==> src/rtl/sample_ram_pkg.sv <==
// Shared types for the sample RAM read arbiter: default widths, scan FSM states,
// read owner encoding and the per-read tag carried alongside the RAM latency.
package sample_ram_pkg;

  localparam int DEFAULT_ADDR_W = 12;
  localparam int DEFAULT_DATA_W = 16;
  localparam int DEFAULT_RD_LAT = 2;

  typedef enum logic [1:0] {
    ST_IDLE  = 2'd0,
    ST_SCAN  = 2'd1,
    ST_DRAIN = 2'd2
  } scan_state_t;

  typedef enum logic {
    OWNER_CPU  = 1'b0,
    OWNER_SCAN = 1'b1
  } owner_t;

  typedef struct packed {
    logic   valid;
    owner_t owner;
  } read_tag_t;

endpackage

==> src/rtl/sample_ram_read_arbiter_if.sv <==
// Request/response and RAM read-port bundle of the sample RAM read arbiter.
// SAMPLE_RAM_ARB_STRIDE_EN adds the scan_stride input.
interface sample_ram_read_arbiter_if
  import sample_ram_pkg::*;
#(
  parameter int ADDR_W = DEFAULT_ADDR_W,
  parameter int DATA_W = DEFAULT_DATA_W
) ();

  // Handshake semantics: every *_req/*_start/*_abort input is a one-cycle strobe
  // accepted unconditionally (no ready/backpressure); every *_valid/*_done output
  // is a one-cycle pulse qualifying its data, which is held until overwritten.
  logic [ADDR_W-1:0] cpu_addr;
  logic              cpu_req;
  logic [DATA_W-1:0] cpu_rdata;
  logic              cpu_rdata_valid;

  logic              scan_start;
  logic              scan_abort;
  logic              scan_hold;
  logic [ADDR_W-1:0] scan_base;
  logic [ADDR_W:0]   scan_len;
`ifdef SAMPLE_RAM_ARB_STRIDE_EN
  logic [ADDR_W-1:0] scan_stride;
`endif
  logic [DATA_W-1:0] scan_data;
  logic              scan_data_valid;
  logic              scan_busy;
  logic              scan_done;
  scan_state_t       scan_state;

  logic [ADDR_W-1:0] ram_addr;
  logic              ram_rden;
  logic [DATA_W-1:0] ram_rdata;

  modport slave (
`ifdef SAMPLE_RAM_ARB_STRIDE_EN
    input  scan_stride,
`endif
    input  cpu_addr, cpu_req, scan_start, scan_abort, scan_hold,
    input  scan_base, scan_len, ram_rdata,
    output cpu_rdata, cpu_rdata_valid, scan_data, scan_data_valid,
    output scan_busy, scan_done, scan_state, ram_addr, ram_rden
  );

  modport master (
`ifdef SAMPLE_RAM_ARB_STRIDE_EN
    output scan_stride,
`endif
    output cpu_addr, cpu_req, scan_start, scan_abort, scan_hold,
    output scan_base, scan_len, ram_rdata,
    input  cpu_rdata, cpu_rdata_valid, scan_data, scan_data_valid,
    input  scan_busy, scan_done, scan_state, ram_addr, ram_rden
  );

endinterface

==> src/rtl/sample_ram_read_arbiter_read_tag_pipe.sv <==
// RD_LAT-deep shift register of read tags, aligned so out_tag describes the
// ram_rdata currently presented by the RAM.
module read_tag_pipe
  import sample_ram_pkg::*;
#(
  parameter int RD_LAT = DEFAULT_RD_LAT
) (
  input  logic      clk,
  input  logic      reset,
  input  read_tag_t in_tag,
  output read_tag_t out_tag,
  output logic      scan_inflight
);

  read_tag_t stage [RD_LAT];

  always_ff @(posedge clk or posedge reset) begin
    if (reset) begin
      for (int i = 0; i < RD_LAT; i++) begin
        stage[i] <= '0;
      end
    end else begin
      stage[0] <= in_tag;
      for (int i = 1; i < RD_LAT; i++) begin
        stage[i] <= stage[i-1];
      end
    end
  end

  // The issue register counts as in flight too: it holds a read not yet tagged.
  always_comb begin
    scan_inflight = in_tag.valid && (in_tag.owner == OWNER_SCAN);
    for (int i = 0; i < RD_LAT; i++) begin
      if (stage[i].valid && (stage[i].owner == OWNER_SCAN)) begin
        scan_inflight = 1'b1;
      end
    end
  end

  assign out_tag = stage[RD_LAT-1];

endmodule

==> src/rtl/sample_ram_read_arbiter.sv <==
// Shares the sample RAM read port between CPU single reads and a circular scan
// sequencer. SAMPLE_RAM_ARB_STRIDE_EN enables a programmable scan stride.
module sample_ram_read_arbiter
  import sample_ram_pkg::*;
#(
  parameter int ADDR_W = DEFAULT_ADDR_W,
  parameter int DATA_W = DEFAULT_DATA_W,
  parameter int RD_LAT = DEFAULT_RD_LAT
) (
  input  logic clk,
  input  logic reset,
  sample_ram_read_arbiter_if.slave bus
);

  scan_state_t       state;
  logic [ADDR_W-1:0] scan_addr;
  logic [ADDR_W-1:0] scan_step;
  logic [ADDR_W-1:0] start_step;
  logic [ADDR_W:0]   remaining;
  logic              aborted;
  owner_t            issue_owner;
  logic              scan_issue;
  read_tag_t         issue_tag;
  read_tag_t         ret_tag;
  logic              scan_inflight;

`ifdef SAMPLE_RAM_ARB_STRIDE_EN
  always_comb begin
    start_step = (bus.scan_stride == '0) ? ADDR_W'(1) : bus.scan_stride;
  end
`else
  always_comb begin
    start_step = ADDR_W'(1);
  end
`endif

  // CPU wins the port; abort and hold both suppress the scan issue.
  always_comb begin
    scan_issue = (state == ST_SCAN) && !bus.scan_abort && !bus.cpu_req && !bus.scan_hold;
  end

  always_ff @(posedge clk or posedge reset) begin
    if (reset) begin
      state         <= ST_IDLE;
      scan_addr     <= '0;
      scan_step     <= '0;
      remaining     <= '0;
      aborted       <= 1'b0;
      issue_owner   <= OWNER_CPU;
      bus.scan_busy <= 1'b0;
      bus.scan_done <= 1'b0;
      bus.ram_addr  <= '0;
      bus.ram_rden  <= 1'b0;
    end else begin
      bus.scan_done <= 1'b0;
      bus.ram_rden  <= bus.cpu_req || scan_issue;
      if (bus.cpu_req) begin
        bus.ram_addr <= bus.cpu_addr;
        issue_owner  <= OWNER_CPU;
      end else if (scan_issue) begin
        bus.ram_addr <= scan_addr;
        issue_owner  <= OWNER_SCAN;
      end

      case (state)
        ST_IDLE: begin
          if (bus.scan_start) begin
            scan_addr     <= bus.scan_base;
            scan_step     <= start_step;
            remaining     <= bus.scan_len;
            aborted       <= 1'b0;
            bus.scan_busy <= 1'b1;
            state         <= (bus.scan_len == '0) ? ST_DRAIN : ST_SCAN;
          end
        end
        ST_SCAN: begin
          if (bus.scan_abort) begin
            aborted <= 1'b1;
            state   <= ST_DRAIN;
          end else if (scan_issue) begin
            // Natural overflow of the ADDR_W-bit add gives the circular wrap.
            scan_addr <= scan_addr + scan_step;
            remaining <= remaining - 1'b1;
            if (remaining == (ADDR_W+1)'(1)) begin
              state <= ST_DRAIN;
            end
          end
        end
        ST_DRAIN: begin
          if (!scan_inflight) begin
            state         <= ST_IDLE;
            bus.scan_busy <= 1'b0;
            bus.scan_done <= !aborted;
          end
        end
        default: begin
          state <= ST_IDLE;
        end
      endcase
    end
  end

  assign bus.scan_state = state;

  always_comb begin
    issue_tag       = '0;
    issue_tag.valid = bus.ram_rden;
    issue_tag.owner = issue_owner;
  end

  read_tag_pipe #(
    .RD_LAT(RD_LAT)
  ) u_tag_pipe (
    .clk          (clk),
    .reset        (reset),
    .in_tag       (issue_tag),
    .out_tag      (ret_tag),
    .scan_inflight(scan_inflight)
  );

  // Return routing: the tag at the pipe tail names the consumer of ram_rdata.
  always_ff @(posedge clk or posedge reset) begin
    if (reset) begin
      bus.cpu_rdata       <= '0;
      bus.cpu_rdata_valid <= 1'b0;
      bus.scan_data       <= '0;
      bus.scan_data_valid <= 1'b0;
    end else begin
      bus.cpu_rdata_valid <= 1'b0;
      bus.scan_data_valid <= 1'b0;
      if (ret_tag.valid) begin
        if (ret_tag.owner == OWNER_CPU) begin
          bus.cpu_rdata       <= bus.ram_rdata;
          bus.cpu_rdata_valid <= 1'b1;
        end else begin
          bus.scan_data       <= bus.ram_rdata;
          bus.scan_data_valid <= 1'b1;
        end
      end
    end
  end

endmodule

==> src/flat_wrapper.sv <==
// flat-port wrapper written by rule: the top's interface ports become plain ports
module sample_ram_read_arbiter_flat import sample_ram_pkg::*;
#(
  parameter int ADDR_W = DEFAULT_ADDR_W,
  parameter int DATA_W = DEFAULT_DATA_W,
  parameter int RD_LAT = DEFAULT_RD_LAT
)
  (clk, reset, bus_cpu_addr, bus_cpu_req, bus_scan_start, bus_scan_abort, bus_scan_hold, bus_scan_base, bus_scan_len, bus_ram_rdata, bus_cpu_rdata, bus_cpu_rdata_valid, bus_scan_data, bus_scan_data_valid, bus_scan_busy, bus_scan_done, bus_scan_state, bus_ram_addr, bus_ram_rden);
  sample_ram_read_arbiter_if #(.ADDR_W(ADDR_W), .DATA_W(DATA_W)) bus_i ();
  input  logic clk;
  input  logic reset;
  input wire logic [$bits(bus_i.cpu_addr)-1:0] bus_cpu_addr;
  input wire logic [$bits(bus_i.cpu_req)-1:0] bus_cpu_req;
  input wire logic [$bits(bus_i.scan_start)-1:0] bus_scan_start;
  input wire logic [$bits(bus_i.scan_abort)-1:0] bus_scan_abort;
  input wire logic [$bits(bus_i.scan_hold)-1:0] bus_scan_hold;
  input wire logic [$bits(bus_i.scan_base)-1:0] bus_scan_base;
  input wire logic [$bits(bus_i.scan_len)-1:0] bus_scan_len;
  input wire logic [$bits(bus_i.ram_rdata)-1:0] bus_ram_rdata;
  output wire logic [$bits(bus_i.cpu_rdata)-1:0] bus_cpu_rdata;
  output wire logic [$bits(bus_i.cpu_rdata_valid)-1:0] bus_cpu_rdata_valid;
  output wire logic [$bits(bus_i.scan_data)-1:0] bus_scan_data;
  output wire logic [$bits(bus_i.scan_data_valid)-1:0] bus_scan_data_valid;
  output wire logic [$bits(bus_i.scan_busy)-1:0] bus_scan_busy;
  output wire logic [$bits(bus_i.scan_done)-1:0] bus_scan_done;
  output wire logic [$bits(bus_i.scan_state)-1:0] bus_scan_state;
  output wire logic [$bits(bus_i.ram_addr)-1:0] bus_ram_addr;
  output wire logic [$bits(bus_i.ram_rden)-1:0] bus_ram_rden;
  assign bus_i.cpu_addr = bus_cpu_addr;
  assign bus_i.cpu_req = bus_cpu_req;
  assign bus_i.scan_start = bus_scan_start;
  assign bus_i.scan_abort = bus_scan_abort;
  assign bus_i.scan_hold = bus_scan_hold;
  assign bus_i.scan_base = bus_scan_base;
  assign bus_i.scan_len = bus_scan_len;
  assign bus_i.ram_rdata = bus_ram_rdata;
  assign bus_cpu_rdata = bus_i.cpu_rdata;
  assign bus_cpu_rdata_valid = bus_i.cpu_rdata_valid;
  assign bus_scan_data = bus_i.scan_data;
  assign bus_scan_data_valid = bus_i.scan_data_valid;
  assign bus_scan_busy = bus_i.scan_busy;
  assign bus_scan_done = bus_i.scan_done;
  assign bus_scan_state = bus_i.scan_state;
  assign bus_ram_addr = bus_i.ram_addr;
  assign bus_ram_rden = bus_i.ram_rden;
  sample_ram_read_arbiter #(.ADDR_W(ADDR_W), .DATA_W(DATA_W), .RD_LAT(RD_LAT)) u_core (.clk(clk), .reset(reset), .bus(bus_i));
endmodule
==> config.mk <==
export PLATFORM = sky130hd
export DESIGN_NAME = sample_ram_read_arbiter_flat
export DESIGN_NICKNAME = d
export VERILOG_FILES = /design/src/rtl/sample_ram_pkg.sv /design/src/rtl/sample_ram_read_arbiter_if.sv /design/src/rtl/sample_ram_read_arbiter_read_tag_pipe.sv /design/src/rtl/sample_ram_read_arbiter.sv /design/src/flat_wrapper.sv
export SDC_FILE = /design/constraint.sdc
export NUM_CORES = 1
export LEC_CHECK = 0
export CORE_ASPECT_RATIO = 0.9
export CORE_UTILIZATION = 45
export CTS_CLUSTER_SIZE = 8
export DETAILED_ROUTE_END_ITERATION = 10
export PLACE_DENSITY = 0.79
export SLEW_MARGIN = 20
export SYNTH_ARGS = -nofsm -noshare
export SYNTH_HDL_FRONTEND = slang
export SYNTH_SLANG_ARGS = --single-unit
==> constraint.sdc <==
create_clock -name clk -period 2.97 [get_ports clk]
set_input_delay 0.594 -clock clk [delete_from_list [all_inputs] [get_ports clk]]
set_output_delay 0.594 -clock clk [all_outputs]
set_load 0.02 [all_outputs]
* Word-level counts from Yosys, hierarchy flattened
Index checks and enable logic that the tools add are counted.
** Storage, ports and cells
- Word-level logic and storage cells :: 87
- Bits of input ports :: 59
- Register bits :: 83
** Operators by class
- Equality and inequality tests :: 10
- Bitwise gates (word level) :: 1
- Multiplexer cells :: 33
- Add/sub/neg operators :: 2
- Reductions and logical operators :: 23
** Operators by type and width (number)
- $mux W12 :: 5
- $mux W13 :: 3
- $pmux W13 S2 :: 1
- $pmux W12 S2 :: 1
- $mux W1 :: 14
- $eq A13 B1 Y1 const B :: 1
- $logic_not A13 Y1 :: 1
- $sub A13 B1 Y13 const B :: 1
- $add A12 B1 Y12 :: 1
- $mux W2 :: 6
- $ne A2 B2 Y1 const B :: 4
- $reduce_and A4 Y1 :: 2
- $logic_and A1 B1 Y1 :: 6
- $pmux W2 S3 :: 1
- $reduce_and A2 Y1 :: 3
- $reduce_and A3 Y1 :: 2
- $reduce_bool A2 Y1 :: 3
- $logic_not A1 Y1 :: 4
- $pmux W1 S2 :: 2
- $ne A3 B2 Y1 const B :: 1
- $ne A3 B3 Y1 const B :: 1
- $eq A2 B1 Y1 const B :: 1
- $eq A2 B2 Y1 const B :: 1
- $logic_not A2 Y1 :: 1
- 3 further kinds :: 3

* Longest topological paths before layout
Gate-level depths: netlist (run 1).
- Word-level depth :: 7
- Depth in mapped cells :: 7
- Depth with buffers taken out :: 6

* Modules after synthesis
Synthesis (run 1) repeated with hierarchy kept, for this count alone.
** Second synthesis, totals
- Cells, all modules :: 366
- Area, all modules :: 3967.6 sq um
** By module, submodules not included
- sample_ram_read_arbiter :: area each 3834.9 sq um, times used 1, cells an instance 357
- read_tag_pipe :: area each 132.6 sq um, times used 1, cells an instance 9

* Least setup slack after synthesis (run 1)
Ideal clock, no wire load.
- Path kind :: input to register
- From :: in bus_cpu_req
- To :: reg u_core.scan_addr[5]
- Buffers on the path :: 3
- Setup slack :: 1209 ps
- Setup time :: 128 ps
- Data arrival time :: 1634 ps
- Cell stages on the path :: 7
- Path through :: buf_2 -> nor4b_2 -> o21a_1 -> buf_2 -> buf_4 -> nand2_1 -> o2bb2ai_1
** On the way
- Cells in the longest elaborated chain, start to end :: 5
** Ends and longest elaborated chain
- from (decl) :: line flat_wrapper.sv:13 : input wire logic [$bits(bus_i.cpu_req)-1:0] bus_cpu_req;
- $logic_not A1 Y1 :: line sample_ram_read_arbiter.sv:39 : scan_issue = (state == ST_SCAN) && !bus.scan_abort && !bus.cpu_req && !bus.scan_hold;
- $logic_and A1 B1 Y1 (2 in a row) :: line sample_ram_read_arbiter.sv:39
- $ne A2 B1 Y1 (no source line)
- $reduce_and A4 Y1 (no source line)
- to (signal assigned) :: line sample_ram_read_arbiter.sv:68 : scan_addr <= bus.scan_base;
- to (signal assigned) :: line sample_ram_read_arbiter.sv:82 : scan_addr <= scan_addr + scan_step;
- to (decl) :: line sample_ram_read_arbiter.sv:16 : logic [ADDR_W-1:0] scan_addr;
Every way passes these cells.
A chain may end at the register's enable or synchronous reset.

* Final worst setup path (run 1)
- From :: reg u_core.state[0], in the netlist u_core.bus.scan_state[0]
- To :: out bus_scan_state[0]
** RTL lines
- from (decl) :: line sample_ram_read_arbiter.sv:15 : scan_state_t state;
- from (signal assigned) :: line sample_ram_read_arbiter.sv:73 : state <= (bus.scan_len == '0) ? ST_DRAIN : ST_SCAN;
- to (decl) :: line flat_wrapper.sv:26 : output wire logic [$bits(bus_i.scan_state)-1:0] bus_scan_state;
No word-level cell between the ends.

==> results of run 1 <==
-- metrics by stage --
stage / power, mW / cell area [um2]
5_1_grt: 5.00 / 5290
2_1_floorplan: 3.17 / 3910
4_1_cts: 4.72 / 5290
6_report: 4.70 / 5290
3_3_place_gp: 3.88 / 5110
3_5_place_dp: 3.96 / 5110
-- flip-flops by register name (all words and copies together) (netlist names), 2 cells and up --
| register | flops |
|---|---|
| u_core.u_tag_pipe.stage | 2 |
| u_core.u_tag_pipe.out_tag | 2 |
| u_core.bus.scan_data | 16 |
| u_core.scan_addr | 12 |
| u_core.bus.scan_state | 2 |
| u_core.bus.ram_addr | 12 |
| u_core.bus.cpu_rdata | 16 |
| u_core.remaining | 13 |
-- how the worst max path moves through the flow --
stage               cells after the start                  endpoint  slack, ns
floorplan                               1            u_core.aborted       0.24
global placement                        6  u_core.bus.scan_state[1]       0.72
detailed placement                      6  u_core.bus.scan_state[1]       0.61
CTS                                     1         bus_scan_state[0]       0.77
global route                            1         bus_scan_state[0]       0.69
finish                                  1         bus_scan_state[0]       0.77
-- layout make-up --
| type | instances | area share |
|---|---|---|
| inverters | 7 | 0.00520 |
| multi-input cells | 251 | 0.321 |
| clock inverters | 7 | 0.0109 |
| repair buffers | 117 | 0.220 |
| flip-flops and latches | 83 | 0.393 |
| well taps | 115 | 0.0272 |
| clock buffers | 9 | 0.0234 |
-- cell usage after synthesis, types with 2 or more instances --
library cell and number:
nor2_1 24, nor2b_1 2, ha_1 4, o22a_1 3, buf_2 7, buf_6 2, a21oi_1 25, nand4_1 3
nand2_1 33, a32oi_1 2, a2bb2oi_1 4, a31oi_1 3, a41o_1 2, o21ai_1 13, clkbuf_1 13, inv_1 7
o21ai_0 26, o2bb2ai_1 5, a21o_1 2, a22oi_1 5, nand3_1 8, o31ai_1 3, dfrtp_1 83, mux2_2 32
o22ai_1 3, nand2b_1 2, mux2i_1 12, nor4_1 7, o21a_1 2, nor4_2 2, nor3_1 5
-- power groups by stage --
stage	logic [mW]	clock network (mW)	registers (mW)
6_report	2.05	0.753	1.90
5_1_grt	2.23	0.817	1.95
4_1_cts	2.06	0.773	1.89
3_5_place_dp	2.05	0	1.91
3_3_place_gp	2.00	0	1.88
2_1_floorplan	1.09	0	2.07
-- cell families (layout without fill, tap and decap cells) --
kind of cell / Yosys count / after routing
AO/OA/AOI/OAI: 101 / 101
adder cells (fa/ha/maj): 4 / 4
buffers and inverters: 30 / 140
flip-flops: 83 / 83
multiplexers: 44 / 44
AND/OR/NAND/NOR: 102 / 102
-- metal layers --
layer,vias up,GRT usage,part of all wire
li1,1539,-,-
met1,1503,0.267,0.47
met2,109,0.325,0.45
met3,12,0.0557,0.060
met4,0,0.0568,0.016
met5,-,0,0
-- cell usage in the layout, fill, tap and decap left out, types with 3 or more instances in the layout --
cell / Yosys / routed
a21oi_1: 25 / 25
a22oi_1: 5 / 5
a2bb2oi_1: 4 / 4
a31oi_1: 3 / 3
buf_4: 1 / 7
clkbuf_8: 0 / 9
clkdlybuf4s50_1: 0 / 109
clkinvlp_4: 0 / 3
dfrtp_1: 83 / 83
ha_1: 4 / 4
inv_1: 7 / 6
inv_6: 0 / 3
mux2_2: 32 / 32
mux2i_1: 12 / 12
nand2_1: 33 / 33
nand3_1: 8 / 8
nand4_1: 3 / 3
nor2_1: 24 / 24
nor3_1: 5 / 5
nor4_1: 7 / 7
o21ai_0: 26 / 26
o21ai_1: 13 / 13
o22a_1: 3 / 3
o22ai_1: 3 / 3
o2bb2ai_1: 5 / 5
o31ai_1: 3 / 3
-- worst register-to-register path: stages, from the launching register on --
cell       delay, ns
dfrtp_1         0.57
nand2b_1        0.42
buf_4           0.35
nor4_1          0.26
a21oi_1         0.07
o2bb2ai_1       0.14
==> metrics, run 1 <==
sequential fraction of the synthesis area 0.531; R2R Path End u_core.scan_addr[5]; Worst VDD drop 0.359 mV; first-pass GRT wire length 14500 um; Remaining DRCs 0; critical path's slowest cell clkdlybuf4s50_1; Slew Viols, Final 0; fin crit period 2.20 ns; number of global-route vias before repair 3089; worst hold path startpoint u_core.u_tag_pipe.stage[3]; CTS buffer count 9; crit path kind reg2out; Final period util 0.739; Antenna Nets Post-Route 0; Post-Synth Adder-Cell Area 0.0128; post-cts hold buffer count 0; clock share of power 0.160; synth unique cells 51; core region area 8220 um2; area leader, netlist dfrtp_1; Fmax 455 MHz; CTS H-tree lvls 3; final WL 8960 um; Fin Setup TNS 0 ns; clock-pin slew on the worst setup and hold paths 0.09 ns; max-cap viol count 0; synth top area cells dfrtp_1 (53%), mux2_2 (9.2%), o21ai_0 (3.3%); largest family of logic cells by synthesized area compound AO/OA/AOI/OAI gates; crit path launch u_core.bus.scan_state[0]; CTS root buf clkbuf_8; crit path buf inv count 1; required time of the critical path 2.38 ns; Top delay family on crit path buffers and inverters; post-synth top area share 0.531; Worst Path Max Fanout 13; Warnings, synthesis 0; Routed WL per cell 15.2 um; outcome completed; PD cells 889 nW/um2; Top Ports 110; Main synth FF type dfrtp_1; net switching power 1.88 mW; Final nets 532; FFs w/ async S/R, synth 1.00; Cell Chain, Critical Path clkdlybuf4s50_1; Compound-Gate Fraction of Synth Area 0.157; Slew headroom 0.420; final setup violation count 0; r2r setup slk 1.09 ns; Net Sw Frac 0.400; GRT Overall Usage 0.202; Die X 100 um; Hold Path Stages 0; Post-DP HPWL 6490 um; worst slack at placement 0.610 ns; GR Overflow Total 0; clk_skew 0.00809 ns; Hold Path Class reg2reg; Sink Count 83; ANT cells 0; Post-CTS Setup Bufs 0; Internal 2.82 mW; reg2reg start u_core.bus.scan_state[0]; Post-Synth XOR/XNOR Area 0; crit path setup slack, layout 0.774 ns; worst skew pair latency 0.35 ns; critical path data arrival time 1.60 ns; synthesized flop and latch total 83; synthesized area 3910 um2; Fin. Hold Viols 0; syn_area_per_cell 10.7 um2; Area growth syn-to-layout 35.3%; fillers 675; port buffer count 109; average via count per standard cell 5.37; die height 90.4 um; syn nets 427; routed vias 3163; utilization after layout 0.643; Worst-Margin Slew 0.869 ns; sequential cell area 2080 um2; CP Capture Type output port; Leak 2.10 nW; Min-Delay Endpoint u_core.u_tag_pipe.out_tag[1]; Post-CTS Resized 0; GP Congestion 0.800; Placed Cells 573; Hold WS 0.384 ns; CTS tree built; Post-synth EDFFs 0; final cell count without fillers 589; mux share of post-synthesis cell area 0.123; largest net degree at the start of global routing 50; Std-Cell Rows 31; post-synthesis simple-gate area fraction 0.140; initial antenna violation count 0; r2r worst-path depth 5; RSZ-0062 raised after global routing false; CP startpoint kind flip-flop; Multi-input gate area 1700 um2; Reg power frac 0.404; Gate Count Post-Synth 364; Initial Util 0.476; Max Root-Sink Buffers 2; Iter 0 DRT Violations 122; slowest stage delay, CP 0.69 ns; combinational share of power 0.436; die area 9070 um2; fraction of layout cells with a size suffix above 1 0.141; first drt pass iteration count 4
(Power assumes the default switching activity.)
==> inputs of run 2 (changes only) <==
--- a/config.mk
+++ b/config.mk
@@ -6,7 +6,7 @@
 export NUM_CORES = 1
 export LEC_CHECK = 0
 export CORE_ASPECT_RATIO = 0.9
-export CORE_UTILIZATION = 45
+export CORE_UTILIZATION = 43
 export CTS_CLUSTER_SIZE = 8
 export DETAILED_ROUTE_END_ITERATION = 10
 export PLACE_DENSITY = 0.79
==> constraint.sdc (replaced) <==
create_clock -name clk -period 1.9 [get_ports clk]
set_input_delay 0.38 -clock clk [delete_from_list [all_inputs] [get_ports clk]]
set_output_delay 0.38 -clock clk [all_outputs]
set_load 0.02 [all_outputs]
==> metrics, run 2 (synthesis gave the netlist of run 1 again) <==
largest net degree at the start of global routing 57; Routed WL per cell 15.5 um; Antenna Nets Post-Route 0; CP startpoint kind flip-flop; Cell Chain, Critical Path clkdlybuf4s50_1; worst hold path startpoint u_core.u_tag_pipe.stage[2]; GRT Overall Usage 0.205; ANT cells 0; Leak 2.18 nW; Hold WS 0.384 ns; first-pass GRT wire length 15100 um; Min-Delay Endpoint u_core.u_tag_pipe.out_tag[0]; final setup violation count 0; routed vias 3238; Initial Util 0.450; die area 9480 um2; fillers 709; r2r worst-path depth 6; Worst Path Max Fanout 6; Max Root-Sink Buffers 2; CTS root buf clkbuf_8; Pwr Total 7.71 mW; average via count per standard cell 5.40; CP Capture Type output port; Final nets 539; fraction of layout cells with a size suffix above 1 0.156; sequential cell area 2080 um2; Die X 103 um; Worst-Margin Slew 0.460 ns; DP Area 5220 um2; GP Congestion 0.879; Post-DP HPWL 6640 um; CTS tree built; critical path data arrival time 1.43 ns; Sink Count 83; final WL 9300 um; Final period util 0.953; number of global-route vias before repair 3218; largest registers u_core.bus.cpu_rdata (16), u_core.bus.scan_data (16), u_core.remaining (13); initial antenna violation count 0; port buffer count 109; commonest non-fill, non-tap cell in the layout clkdlybuf4s50_1; slowest stage delay, CP 0.63 ns; Std-Cell Rows 32; critical path's slowest cell clkdlybuf4s50_1; crit path kind reg2out; required time of the critical path 1.52 ns; max-cap viol count 0; GR Overflow Total 0; Multi-input gate area 1700 um2; Slew headroom 0.690; PD cells 1420 nW/um2; Final Instance Area 5440 um2; core region area 8690 um2; Slew Viols, Final 0; Hold Path Stages 0; clk_skew 0.00943 ns; Remaining DRCs 0; Iter 0 DRT Violations 162; first drt pass iteration count 4; most frequent cells in the layout clkdlybuf4s50_1 (108), dfrtp_1 (81), nand2_1 (33), mux2_2 (32), o21ai_0 (26); Worst VDD drop 0.623 mV; r2r setup slk 0.17 ns; crit path buf inv count 1; R2R Path End u_core.scan_addr[10]; worst skew pair latency 0.35 ns; Area growth syn-to-layout 39.1%; Top delay family on crit path buffers and inverters; die height 92.5 um; Fmax 553 MHz; crit path launch u_core.bus.scan_state[1]; CTS H-tree lvls 3; Top Ports 110; Hold Path Class reg2reg; fin crit period 1.81 ns; outcome completed; reg2reg start u_core.scan_addr[0]; Fin. Hold Viols 0; CTS buffer count 9; clock-pin slew on the worst setup and hold paths 0.08 ns; RSZ-0062 raised after global routing false
==> run 2: per-layer routing <==
layer  vias up  wire length [um]  track usage
met1      1551              4130        0.271
met5         -                 0            0
li1       1550                 -            -
met4         0               106       0.0714
met3        10               688       0.0430
met2       127              4380        0.331
==> run 2: how the worst max path moves through the flow <==
stage / depth (start not counted) / end
5_1_grt: 1 / bus_scan_state[1]
4_1_cts: 1 / bus_scan_state[0]
3_5_place_dp: 6 / u_core.remaining[2]
2_1_floorplan: 7 / u_core.scan_addr[10]
6_report: 1 / bus_scan_state[1]
3_3_place_gp: 6 / u_core.scan_addr[11]
==> run 2: timing repair <==
action / in CTS / in global routing
gates resized for setup: 2 / 1
setup endpoints to repair: 2 / 1
buffers inserted: 0 / 0
cloned: 0 / 0
hold buffers: 0 / 0
==> run 2: cell type report <==
| type | count | share of cell area |
|---|---|---|
| Tap cell | 119 | 0.0274 |
| Timing Repair Buffer | 124 | 0.233 |
| Multi-Input combinational cell | 251 | 0.312 |
| Sequential cell | 83 | 0.382 |
| Clock inverter | 6 | 0.0163 |
| Clock buffer | 10 | 0.0235 |
| Inverter | 7 | 0.00552 |
==> run 2: where the power goes <==
| group | leakage [nW] | total (mW) | switching (mW) | internal [mW] |
|---|---|---|---|---|
| clock | 0.103 | 1.38 | 0.641 | 0.743 |
| sequential | 0.978 | 2.96 | 0.574 | 2.38 |
| combinational | 1.10 | 3.37 | 1.71 | 1.66 |
| total | 2.18 | 7.71 | 2.92 | 4.79 |
==> run 2: per-stage QoR <==
step	util	std cells	setup TNS, ns	setup slack [ns]
6_report	0.626	600	0	0.0901
5_1_grt	0.626	600	0	0.0318
4_1_cts	0.626	600	0	0.0284
3_5_place_dp	0.601	584	-1.39	-0.0774
3_3_place_gp	0.601	584	-0.0664	-0.0183
2_1_floorplan	-	364	0	0.272
==> inputs of run 3 (changes only) <==
--- a/config.mk
+++ b/config.mk
@@ -14,3 +14,4 @@
 export SYNTH_ARGS = -nofsm -noshare
 export SYNTH_HDL_FRONTEND = slang
 export SYNTH_SLANG_ARGS = --single-unit
+export TNS_END_PERCENT = 5
==> results of run 3 <==
Final layout, timing and power as in run 2 (identical DEF).
